==> src/rtl/mod_recombine_pkg.sv <==
// Shared definitions for the recombine unit: default width and FSM state encodings.
`timescale 1ns/1ps
package mod_recombine_pkg;

    localparam int unsigned WIDTH_DEFAULT = 32;

    typedef enum logic [1:0] {
        ST_IDLE = 2'd0,
        ST_RUN  = 2'd1,
        ST_DONE = 2'd2
    } state_t;

endpackage

==> src/rtl/mod_recombine_add_shift_step.sv <==
// One shift-add multiplier iteration: conditionally accumulate, then shift multiplicand and multiplier.
`timescale 1ns/1ps
module mod_recombine_add_shift_step #(
    parameter int unsigned WIDTH = 32
) (
    input  logic [2*WIDTH:0]   i_acc,
    input  logic [2*WIDTH-1:0] i_mc,
    input  logic [WIDTH-1:0]   i_mq,
    output logic [2*WIDTH:0]   o_acc_c,
    output logic [2*WIDTH-1:0] o_mc_c,
    output logic [WIDTH-1:0]   o_mq_c
);

    always_comb begin
        o_acc_c = i_mq[0] ? (i_acc + {1'b0, i_mc}) : i_acc;
        o_mc_c  = i_mc << 1;
        o_mq_c  = i_mq >> 1;
    end

endmodule

==> src/rtl/mod_recombine.sv <==
// Rebuilds q*b + r with a fixed-latency, one-bit-per-clock shift-add multiplier.
`timescale 1ns/1ps
module mod_recombine
    import mod_recombine_pkg::*;
#(
    parameter int unsigned WIDTH = WIDTH_DEFAULT
) (
    input  logic             clk,
    input  logic             reset,
    input  logic             start,
    input  logic [WIDTH-1:0] q,
    input  logic [WIDTH-1:0] b,
    input  logic [WIDTH-1:0] r,
    output logic             busy,
    output logic             done,
    output logic [WIDTH-1:0] result,
    output logic             overflow
);

    localparam int unsigned CNT_W = $clog2(WIDTH + 1);
    localparam int unsigned ACC_W = 2 * WIDTH + 1;
    localparam int unsigned MC_W  = 2 * WIDTH;

    state_t             r_state;
    logic [WIDTH-1:0]   r_mq;
    logic [MC_W-1:0]    r_mc;
    logic [ACC_W-1:0]   r_acc;
    logic [CNT_W-1:0]   r_cnt;
    logic [WIDTH-1:0]   r_result;
    logic               r_overflow;
    logic               r_busy;
    logic               r_done;

    state_t             w_state_nxt;
    logic [WIDTH-1:0]   w_mq_nxt;
    logic [MC_W-1:0]    w_mc_nxt;
    logic [ACC_W-1:0]   w_acc_nxt;
    logic [CNT_W-1:0]   w_cnt_nxt;
    logic [WIDTH-1:0]   w_result_nxt;
    logic               w_overflow_nxt;
    logic               w_busy_nxt;
    logic               w_done_nxt;

    logic [ACC_W-1:0]   w_step_acc;
    logic [MC_W-1:0]    w_step_mc;
    logic [WIDTH-1:0]   w_step_mq;

    mod_recombine_add_shift_step #(
        .WIDTH (WIDTH)
    ) u_step (
        .i_acc   (r_acc),
        .i_mc    (r_mc),
        .i_mq    (r_mq),
        .o_acc_c (w_step_acc),
        .o_mc_c  (w_step_mc),
        .o_mq_c  (w_step_mq)
    );

    // State and datapath registers; busy/done are registered from the next state.
    always_ff @(posedge clk or negedge reset) begin
        if (!reset) begin
            r_state    <= ST_IDLE;
            r_mq       <= '0;
            r_mc       <= '0;
            r_acc      <= '0;
            r_cnt      <= '0;
            r_result   <= '0;
            r_overflow <= 1'b0;
            r_busy     <= 1'b0;
            r_done     <= 1'b0;
        end else begin
            r_state    <= w_state_nxt;
            r_mq       <= w_mq_nxt;
            r_mc       <= w_mc_nxt;
            r_acc      <= w_acc_nxt;
            r_cnt      <= w_cnt_nxt;
            r_result   <= w_result_nxt;
            r_overflow <= w_overflow_nxt;
            r_busy     <= w_busy_nxt;
            r_done     <= w_done_nxt;
        end
    end

    // Next-state and datapath update; result is captured only on entry to DONE.
    always_comb begin
        w_state_nxt    = r_state;
        w_mq_nxt       = r_mq;
        w_mc_nxt       = r_mc;
        w_acc_nxt      = r_acc;
        w_cnt_nxt      = r_cnt;
        w_result_nxt   = r_result;
        w_overflow_nxt = r_overflow;

        case (r_state)
            ST_IDLE: begin
                if (start) begin
                    w_mq_nxt    = q;
                    w_mc_nxt    = {{WIDTH{1'b0}}, b};
                    w_acc_nxt   = {{(WIDTH + 1){1'b0}}, r};
                    w_cnt_nxt   = '0;
                    w_state_nxt = ST_RUN;
                end
            end
            ST_RUN: begin
                if (r_cnt == CNT_W'(WIDTH)) begin
                    w_result_nxt   = r_acc[WIDTH-1:0];
                    w_overflow_nxt = |r_acc[ACC_W-1:WIDTH];
                    w_state_nxt    = ST_DONE;
                end else begin
                    w_acc_nxt = w_step_acc;
                    w_mc_nxt  = w_step_mc;
                    w_mq_nxt  = w_step_mq;
                    w_cnt_nxt = r_cnt + CNT_W'(1);
                end
            end
            ST_DONE: begin
                w_state_nxt = ST_IDLE;
            end
            default: begin
                w_state_nxt = ST_IDLE;
            end
        endcase

        w_busy_nxt = (w_state_nxt == ST_RUN) || (w_state_nxt == ST_DONE);
        w_done_nxt = (w_state_nxt == ST_DONE);
    end

    assign busy     = r_busy;
    assign done     = r_done;
    assign result   = r_result;
    assign overflow = r_overflow;

endmodule

==> config.mk <==
export PLATFORM = sky130hd
export DESIGN_NAME = mod_recombine
export DESIGN_NICKNAME = d
export VERILOG_FILES = /design/src/rtl/mod_recombine_pkg.sv /design/src/rtl/mod_recombine_add_shift_step.sv /design/src/rtl/mod_recombine.sv
export SDC_FILE = /design/constraint.sdc
export NUM_CORES = 1
export LEC_CHECK = 0
export CORE_ASPECT_RATIO = 1.75
export CORE_MARGIN = 5
export CORE_UTILIZATION = 44
export CTS_CLUSTER_SIZE = 10
export DETAILED_ROUTE_END_ITERATION = 10
export SYNTH_ARGS = -nofsm -noshare
export SYNTH_HDL_FRONTEND = slang
export SYNTH_HIERARCHICAL = 1
export SYNTH_SLANG_ARGS = --single-unit
export TNS_END_PERCENT = 100
==> constraint.sdc <==
create_clock -name clk -period 3.47 [get_ports clk]
set_input_delay 0.694 -clock clk [delete_from_list [all_inputs] [get_ports clk]]
set_output_delay 0.694 -clock clk [all_outputs]
set_load 0.01 [all_outputs]
# Word-level counts from Yosys, hierarchy flattened
# Index checks and enable logic that the tools add are counted.
# op_classes
add_sub_neg,2
multipliers,0
div_mod_pow,0
n_lt_le_gt_ge,0
eq_ne,7
n_shift,0
n_mux,16
n_bitwise,0
reduce_logical,7
# ops
op,n
$mux 65,3
$pmux 65 s2,1
$mux 64,2
$pmux 64 s2,1
$add 65x64->65,1
$mux 32,2
$pmux 32 s2,1
$reduce_or 33->1,1
$mux 6,2
$pmux 6 s2,1
$add 6x1->6 const B,1
$eq 6x6->1 const B,1
$ne 2x2->1 const B,3
$eq 2x1->1 const B,2
$mux 2,2
$pmux 2 s2,1
$reduce_and 4->1,1
$reduce_and 3->1,1
$eq 2x2->1 const B,1
$logic_not 2->1,1
$reduce_and 2->1,1
$reduce_bool 2->1,1
$logic_or 1x1->1,1
# totals
register_bits,204
latchBits,0
mem_bits_rw,0
rom_bits,0
in_bits,99
elab_cells,41
memories,0

# Logic depth before layout (Yosys ltp)
# Gate-level depths: netlist of run 1.
# logic_depth
depth_word,5
depth_mapped,13
ltp_nobuf,13

# Cells and area by module
# The synthesis of run 1 kept the hierarchy.
# by_module_without_submodules
mod,n_inst,cells_each,area_per_inst_um2,seq_area_each_um2
mod_recombine,1,861,8306.7,5104.9
mod_recombine_add_shift_step,1,814,5501.5,0.0

# Worst setup path after synthesis of run 1
# No wires, ideal clock.
# synth_path
kind,register -> register
from,register r_acc[0]
to,register r_acc[50]
t_arrival_ns,2.895
t_required_ns,3.349
slack_ns,0.454
stages_incl_launch_ff,13
synth_period_minus_slack_ns,3.016
path_cell_list,dfrtp_1 > ha_1 > fa_1 > a21o_1 > a311oi_1 > nor4_2 > o21ai_0 > a311o_1 > a21oi_2 > nor3_1 > xnor2_1 > mux2_2 > a22o_1
# synth_via
elab_chain_len,4
# synth_rtl
item,line_no,text
"start, declared",mod_recombine.sv:27,logic [ACC_W-1:0] r_acc;
"start signal, assigned",mod_recombine.sv:75,r_acc <= w_acc_nxt;
$add 65x64->65,mod_recombine_add_shift_step.sv:15,"o_acc_c = i_mq[0] ? (i_acc + {1'b0, i_mc}) : i_acc;"
$mux 65,mod_recombine_add_shift_step.sv:15,
net w_step_acc[50],mod_recombine.sv:44,logic [ACC_W-1:0] w_step_acc;
$mux 65,mod_recombine.sv:105,if (r_cnt == CNT_W'(WIDTH)) begin
$pmux 65 s2,mod_recombine.sv:94,case (r_state)
# The timed path passes the listed nets, and every way through them passes these cells. The select of a mux whose other input is x is not followed.
# A chain may end at the register's enable or synchronous reset.

# Final worst setup path of run 1
# layout_path
from,register r_acc[28]
to,register r_acc[59]
# Same word-level chain as after synthesis.

==> results of run 1 <==
-- metrics by stage --
stage / worst slack, ns / power [mW] / setup TNS [ns] / hold WS (ns) / utilization, %
floorplan: 0.4538 / 14.18 / 0 / 0.3984 / -
global placement: -0.09611 / 16.61 / -0.1003 / 0.4590 / 48.23
detailed placement: -0.1439 / 16.82 / -0.2621 / 0.4624 / 48.23
global route: 0.001254 / 21.00 / 0 / 0.1958 / 50.67
CTS: 0.02620 / 19.34 / 0 / 0.1645 / 50.58
finish: 0.1519 / 19.30 / 0 / 0.1480 / 50.67
-- registers in the layout (all words and copies together), names as in the netlist --
signal    cells
r_mq         32
r_mc         64
busy          1
r_cnt         6
r_state       2
done          1
result       32
overflow      1
r_acc        65
-- power groups by stage --
| stage | registers [mW] | logic, mW | clock network (mW) |
|---|---|---|---|
| 6_report | 4.75 | 12.1 | 2.40 |
| 5_1_grt | 4.90 | 13.5 | 2.56 |
| 3_5_place_dp | 4.77 | 12.0 | 0 |
| 2_1_floorplan | 4.48 | 9.69 | 0 |
| 4_1_cts | 4.75 | 12.1 | 2.47 |
| 3_3_place_gp | 4.74 | 11.9 | 0 |
-- placed cells by master (no fill, tap or decap), types with 25 or more instances in the layout --
cell / Yosys / final
xnor2_1: 30 / 30
nand4_1: 33 / 33
mux2_2: 42 / 42
buf_4: 96 / 35
dfrtp_1: 204 / 203
a22o_1: 67 / 67
a21o_1: 39 / 39
nand2_1: 376 / 375
nor2_1: 148 / 148
o21ai_0: 47 / 44
a21oi_1: 93 / 92
clkbuf_16: 0 / 25
clkdlybuf4s50_1: 0 / 132
ha_1: 67 / 67
a31oi_1: 102 / 102
-- worst reg2reg max path, stage by stage (launching register included) --
cell	delay, ns
dfrtp_1	0.40
ha_1	0.40
a21o_1	0.21
a21o_1	0.18
a221oi_1	0.40
nor2_1	0.12
nor3_2	0.28
a2111oi_2	0.15
o21a_2	0.28
or4_1	0.54
o311ai_1	0.12
a22o_1	0.17
-- how the worst max path moves through the flow --
stage | to | startpoint | cells after the start
after global routing | r_acc[60]$_DFFE_PN0P_ | r_acc[0]$_DFFE_PN0P_ | 12
after CTS | r_acc[50]$_DFFE_PN0P_ | r_acc[0]$_DFFE_PN0P_ | 12
after detailed placement | r_acc[62]$_DFFE_PN0P_ | r_acc[0]$_DFFE_PN0P_ | 13
final | r_acc[59]$_DFFE_PN0P_ | r_acc[28]$_DFFE_PN0P_ | 11
after floorplan | r_acc[50]$_DFFE_PN0P_ | r_acc[0]$_DFFE_PN0P_ | 12
after global placement | r_acc[62]$_DFFE_PN0P_ | r_acc[0]$_DFFE_PN0P_ | 13
-- cells by family (layout without fill, tap and decap cells) --
group	Yosys count	in the layout	synth area share, %
other	1	2	0.02716
DFF	204	204	36.97
muxes	43	43	3.498
xor gates and xnor gates	47	47	2.981
AOI/OAI and AO/OA	431	431	20.97
and+or+nand+nor	657	657	20.28
buffers and inverters	224	234	9.061
adders and majority gates	68	68	6.216
-- layer usage --
layer  vias up  global-route usage (%)
li1       5818                       -
met2       276                   40.94
met3        98                   2.463
met5         -                       0
met4         0                   9.867
met1      5795                   24.70
-- area by class of cell --
class	count	share of cell area, %
multi-input combinational	1248	48.14
sequential	204	32.67
timing repair buffer	173	10.86
clock buffer	35	4.499
tap	391	3.130
inverter	24	0.6084
clock inverter	2	0.08806
-- what timing repair did --
action | 4_1_cts | 5_1_grt
resized for setup | 3 | 10
pin swaps | 0 | 3
hold buffers | 0 | 0
setup endpoints to repair | 5 | 12
==> out/metrics.cfg, run 1 <==
[route]
via_per_inst=5.771
post-route-drc-count=0
top_layer=met4
vias=11990
wl_per_cell_um=18.72
ant_nets=0
drt_wl_total_um=38890
drt_pass1_iterations=7
drt_iter0_markers=627
route.met2.wl_um=21160
wl_met1_um=14610
wl_met3_um=1313

[final_layout]
final_nets=1843
diodes=0
drive_gt1_share_pct=8.600
final_cells=2077
fillers=3000
register_area_mm2=0.005106
multi_input_area_mm2=0.007523
area_growth_pct=13.18
finish.instance_area_mm2=0.01563

[clock_tree]
htree_num_levels=1
post_cts_buffers=0
cts_tree=yes
cts_buffers=25
cts_sinks=204
root_buffer=clkbuf_16
clock_path_buffers=3
insertion_delay_ns=0.54
cts.clk_slew.worst_paths_ns=0.06

[worst_setup_path]
worstSetupPathType=flip-flop to flip-flop
worst_r2r_endpoint=r_acc[59]$_DFFE_PN0P_
cp_slowest_stage_delay_ns=0.54
crit_top_cell=a21o_1
cp_max_fo=7
reg2reg_setup_slack_ns=0.15
crit_family=compound AO/OA/AOI/OAI gates
crit_buf_inv=0
crit_path_end_kind=flip-flop
cpMaxStageDelayCell=or4_1
cp.required_ns=3.95
cp.arrival_ns=3.80
cp-start-kind=flip-flop
reg2reg_from=r_acc[28]$_DFFE_PN0P_
crit_chain=ha_1, a21o_1, a21o_1, a221oi_1, nor2_1, nor3_2, a2111oi_2, o21a_2, or4_1, o311ai_1, a22o_1
reg2reg_depth=11

[global_route]
antenna_found_initial=0
track_usage_pct=22.04
grt_pass1_wl_um=62960
grt_max_degree=99
grt_pass1_vias=12230
grt.overflow.total=0

[yosys]
synth_top_area_share_pct=36.97
yosysMostFrequentCell=nand2_1
synth_seq_area_share_pct=36.97
ys_top_cells_by_area=dfrtp_1, nand2_1, ha_1
netlist_area_mm2=0.01381
ys_types=71
synth_largest_area_cell=dfrtp_1
ys.flop_type=dfrtp_1
synth.top_cells.by_count=nand2_1, dfrtp_1, nor2_1
ys_ff_latch=204
syn_area_per_cell_um2=8.244
synth_edf_count=0
synth_warnings=6
ys_async_sr_fraction_pct=100.0
postSynthCellCount=1675

[timing]
relSlewSlack_pct=27.22
min_period_ns=3.318
rsz0062_at_grt=no
finClkSkew_ns=0.01744
hold_viol_final=0
max_freq_mhz=301.4
worst_slew_pin_slew_ns=1.092
slew_viol_final=0
report.final.setup_viol=0
fin_crit_sh_pct=95.62

[placed_design]
port_buffers=133
dpl_cell_area_mm2=0.01488
place_inst=2040
dpl.hpwl_um=28310
gp_congestion=0.9569

[power_and_ir_drop]
ir_drop_v=0.0005414
leakagePower_nw=7.090
p_sw_share_pct=45.91
p_clk_share_pct=12.5
switchingPower_mw=8.859
intPower_mw=10.44
power_density_mw_per_mm2=1235
p_comb_share_pct=62.9
pwr-share-seq_pct=24.6

[worst_hold_path]
min_path_type=primary input to async pin

[floorplan]
rows=85
start_util_pct=44.77
die_height_um=244.4
die_x_um=143.9
coreArea_mm2=0.03084
boundaryPins=134
die_area_mm2=0.03517

[run]
maxCapViolations=0

[status]
outcome=finished, final reports clean

Power figures use the tool's default switching activity.
==> run 2: changes to the inputs <==
CELL_PAD_IN_SITES_DETAIL_PLACEMENT = 0   (was not set)
CELL_PAD_IN_SITES_GLOBAL_PLACEMENT = 1   (was not set)
PLACE_DENSITY_LB_ADDON = 0.1   (was not set)
==> run 2 against run 1 <==
Sequential power is 0.8% higher. Via count is 0.52% lower. Fmax is 1.2% higher. Sequential cell count stayed put. Power is 0.78% higher. Clock power is 7% lower. First-iteration DRC count is 4.6% lower. Largest power group unchanged.
==> out/metrics.cfg, run 2 (synthesis gave the netlist of run 1 again) <==
[global_route]
grt.overflow.total=0  ; unchanged
grt_pass1_wl_um=66500  ; was 62960 um
track_usage_pct=23.73  ; was 22.04%
grt_pass1_vias=12550  ; was 12230
grt_max_degree=99  ; unchanged
antenna_found_initial=0  ; unchanged

[floorplan]
start_util_pct=44.77  ; unchanged
rows=85  ; unchanged
coreArea_mm2=0.03084  ; unchanged
die_height_um=244.4  ; unchanged
boundaryPins=134  ; unchanged
die_x_um=143.9  ; unchanged
die_area_mm2=0.03517  ; unchanged

[timing]
relSlewSlack_pct=29.24  ; was 27.22%
hold_viol_final=0  ; unchanged
worst_slew_pin_slew_ns=1.061  ; was 1.092 ns
slew_viol_final=0  ; unchanged
rsz0062_at_grt=no  ; unchanged
finClkSkew_ns=0.01306  ; was 0.01744 ns
finalSetupTns_ns=0  ; unchanged
report.final.setup_viol=0  ; unchanged
fin_crit_sh_pct=94.51  ; was 95.62%
max_freq_mhz=304.9  ; was 301.4 MHz
min_period_ns=3.279  ; was 3.318 ns

[final_layout]
largestRegisters=r_acc (65), r_mc (64)  ; unchanged
diodes=0  ; unchanged
drive_gt1_share_pct=8.768  ; was 8.600%
final_nets=1851  ; was 1843
final_common_cell=nand2_1  ; unchanged
top_register=r_acc  ; unchanged
final_cell_mix=nand2_1, dfrtp_1, nor2_1  ; unchanged
largest_register_ffs=65  ; unchanged
area_growth_pct=13.00  ; was 13.18%
final_cells=2079  ; was 2077

[power_and_ir_drop]
p_comb_share_pct=64.0  ; was 62.9%
ir_drop_v=0.0005710  ; was 0.0005414 V
p_clk_share_pct=11.4  ; was 12.5%
switchingPower_mw=9.065  ; was 8.859 mW
p_sw_share_pct=46.61  ; was 45.91%
pwr-share-seq_pct=24.6  ; about the same
leakagePower_nw=7.089  ; was 7.090 nW
intPower_mw=10.38  ; was 10.44 mW
power_density_mw_per_mm2=1246  ; was 1235 mW/mm2

[worst_setup_path]
cp.arrival_ns=3.71  ; was 3.80 ns
crit_chain=ha_1, buf_4, a21o_1, a21o_1, a21oi_1, nor2_1, a211oi_1, o21ai_0, buf_4, xor2_1, mux2_2, a22o_1  ; was ha_1, a21o_1, a21o_1, a221oi_1, nor2_1, nor3_2, a2111oi_2, o21a_2, or4_1, o311ai_1, a22o_1
cp_num_cells=12  ; was 11
crit_buf_inv=2  ; was 0
cp_slowest_stage_delay_ns=0.42  ; was 0.54 ns
crit_path_end_kind=flip-flop  ; unchanged
crit_family=compound AO/OA/AOI/OAI gates  ; unchanged
crit_end=r_acc[45]$_DFFE_PN0P_  ; was r_acc[59]$_DFFE_PN0P_
worstSetupPathType=flip-flop to flip-flop  ; unchanged
reg2reg_from=r_acc[30]$_DFFE_PN0P_  ; was r_acc[28]$_DFFE_PN0P_
cp-start-kind=flip-flop  ; unchanged
cp-startpoint=r_acc[30]$_DFFE_PN0P_  ; was r_acc[28]$_DFFE_PN0P_
cpMaxStageDelayCell=dfrtp_1  ; was or4_1
cp_max_fo=5  ; was 7
reg2reg_depth=12  ; was 11
cp.required_ns=3.90  ; was 3.95 ns
reg2reg_setup_slack_ns=0.19  ; was 0.15 ns
worst_r2r_endpoint=r_acc[45]$_DFFE_PN0P_  ; was r_acc[59]$_DFFE_PN0P_

[worst_hold_path]
min_path_type=primary input to async pin  ; unchanged

[placed_design]
gp_congestion=0.9213  ; was 0.9569
port_buffers=133  ; unchanged
dpl.hpwl_um=31350  ; was 28310 um
place_inst=2048  ; was 2040

[route]
drt_iter0_markers=598  ; was 627
ant_nets=0  ; unchanged
drt_pass1_iterations=5  ; was 7
wl_per_cell_um=20.07  ; was 18.72 um
post-route-drc-count=0  ; unchanged
drt_wl_total_um=41720  ; was 38890 um
via_per_inst=5.736  ; was 5.771
vias=11930  ; was 11990

[clock_tree]
cts_sinks=204  ; unchanged
cts.clk_slew.worst_paths_ns=0.06  ; about the same
clock_path_buffers=3  ; unchanged
cts_tree=yes  ; unchanged
cts_buffers=24  ; was 25
cts_hold_buffers=0  ; unchanged
insertion_delay_ns=0.54  ; about the same
root_buffer=clkbuf_16  ; unchanged
htree_num_levels=1  ; unchanged

[run]
maxCapViolations=0  ; unchanged

[status]
outcome=finished, final reports clean  ; unchanged

[run 2: how the worst min path moves through the flow]
stage | from | endpoint | slack, ns | depth (start not counted)
final | reset | r_acc[55]$_DFFE_PN0P_ | 0.19 | 1
after global routing | reset | r_acc[55]$_DFFE_PN0P_ | 0.25 | 1
after CTS | reset | r_acc[55]$_DFFE_PN0P_ | 0.22 | 1
after detailed placement | result[7]$_DFFE_PN0P_ | result[7]$_DFFE_PN0P_ | 0.46 | 2
after global placement | result[30]$_DFFE_PN0P_ | result[30]$_DFFE_PN0P_ | 0.46 | 2
after floorplan | reset | busy$_DFF_PN0_ | 0.40 | 0
[run 2: through the flow]
stage          setup WS (ns)  hold WS, ns  total power [mW]  utilization, %  area (um2)
2_1_floorplan         0.4538       0.3984             14.18               -       13810
3_3_place_gp         0.09064       0.4607             17.02           48.39       14920
4_1_cts              0.06161       0.2182             19.54           50.45       15560
6_report              0.1907       0.1889             19.45           50.59       15600
3_5_place_dp         0.06143       0.4620             17.21           48.39       14920
5_1_grt              0.01228       0.2525             21.16           50.59       15600
[run 2: power groups by stage]
stage          clock network (mW)  logic (mW)  registers (mW)
6_report                     2.22        12.4            4.79
5_1_grt                      2.38        13.8            4.95
4_1_cts                      2.31        12.4            4.80
3_5_place_dp                    0        12.4            4.82
3_3_place_gp                    0        12.2            4.79
2_1_floorplan                   0        9.69            4.48
[run 2: area by class of cell]
cell class / count / area (um2)
Timing Repair Buffer: 182 / 1753
Multi-Input combinational cell: 1248 / 7523
Inverter: 24 / 95.09
Clock buffer: 28 / 615.6
Sequential cell: 204 / 5106
Clock inverter: 2 / 21.27
Fill cell: 3014 / 15240
Tap cell: 391 / 489.2
[run 2: what timing repair did]
action | in CTS | in global routing
endpoints found under the setup margin | 0 | 18
buffers inserted | 0 | 1
gates resized for setup | 0 | 12
[run 2: worst reg2reg max path: stages, from the launching register on]
cell      delay [ns]
dfrtp_1         0.42
ha_1            0.32
buf_4           0.16
a21o_1          0.17
a21o_1          0.18
a21oi_1         0.35
nor2_1          0.09
a211oi_1        0.37
o21ai_0         0.29
buf_4           0.22
xor2_1          0.13
mux2_2          0.27
a22o_1          0.19
[run 2: per-layer routing]
layer | up-vias | GRT usage (%) | routed length (um)
met1 | 5642 | 24.79 | 15090
met3 | 122 | 2.717 | 1395
met4 | 0 | 12.53 | 2452
met2 | 314 | 45.06 | 22780
li1 | 5847 | - | -
met5 | - | 0 | 0
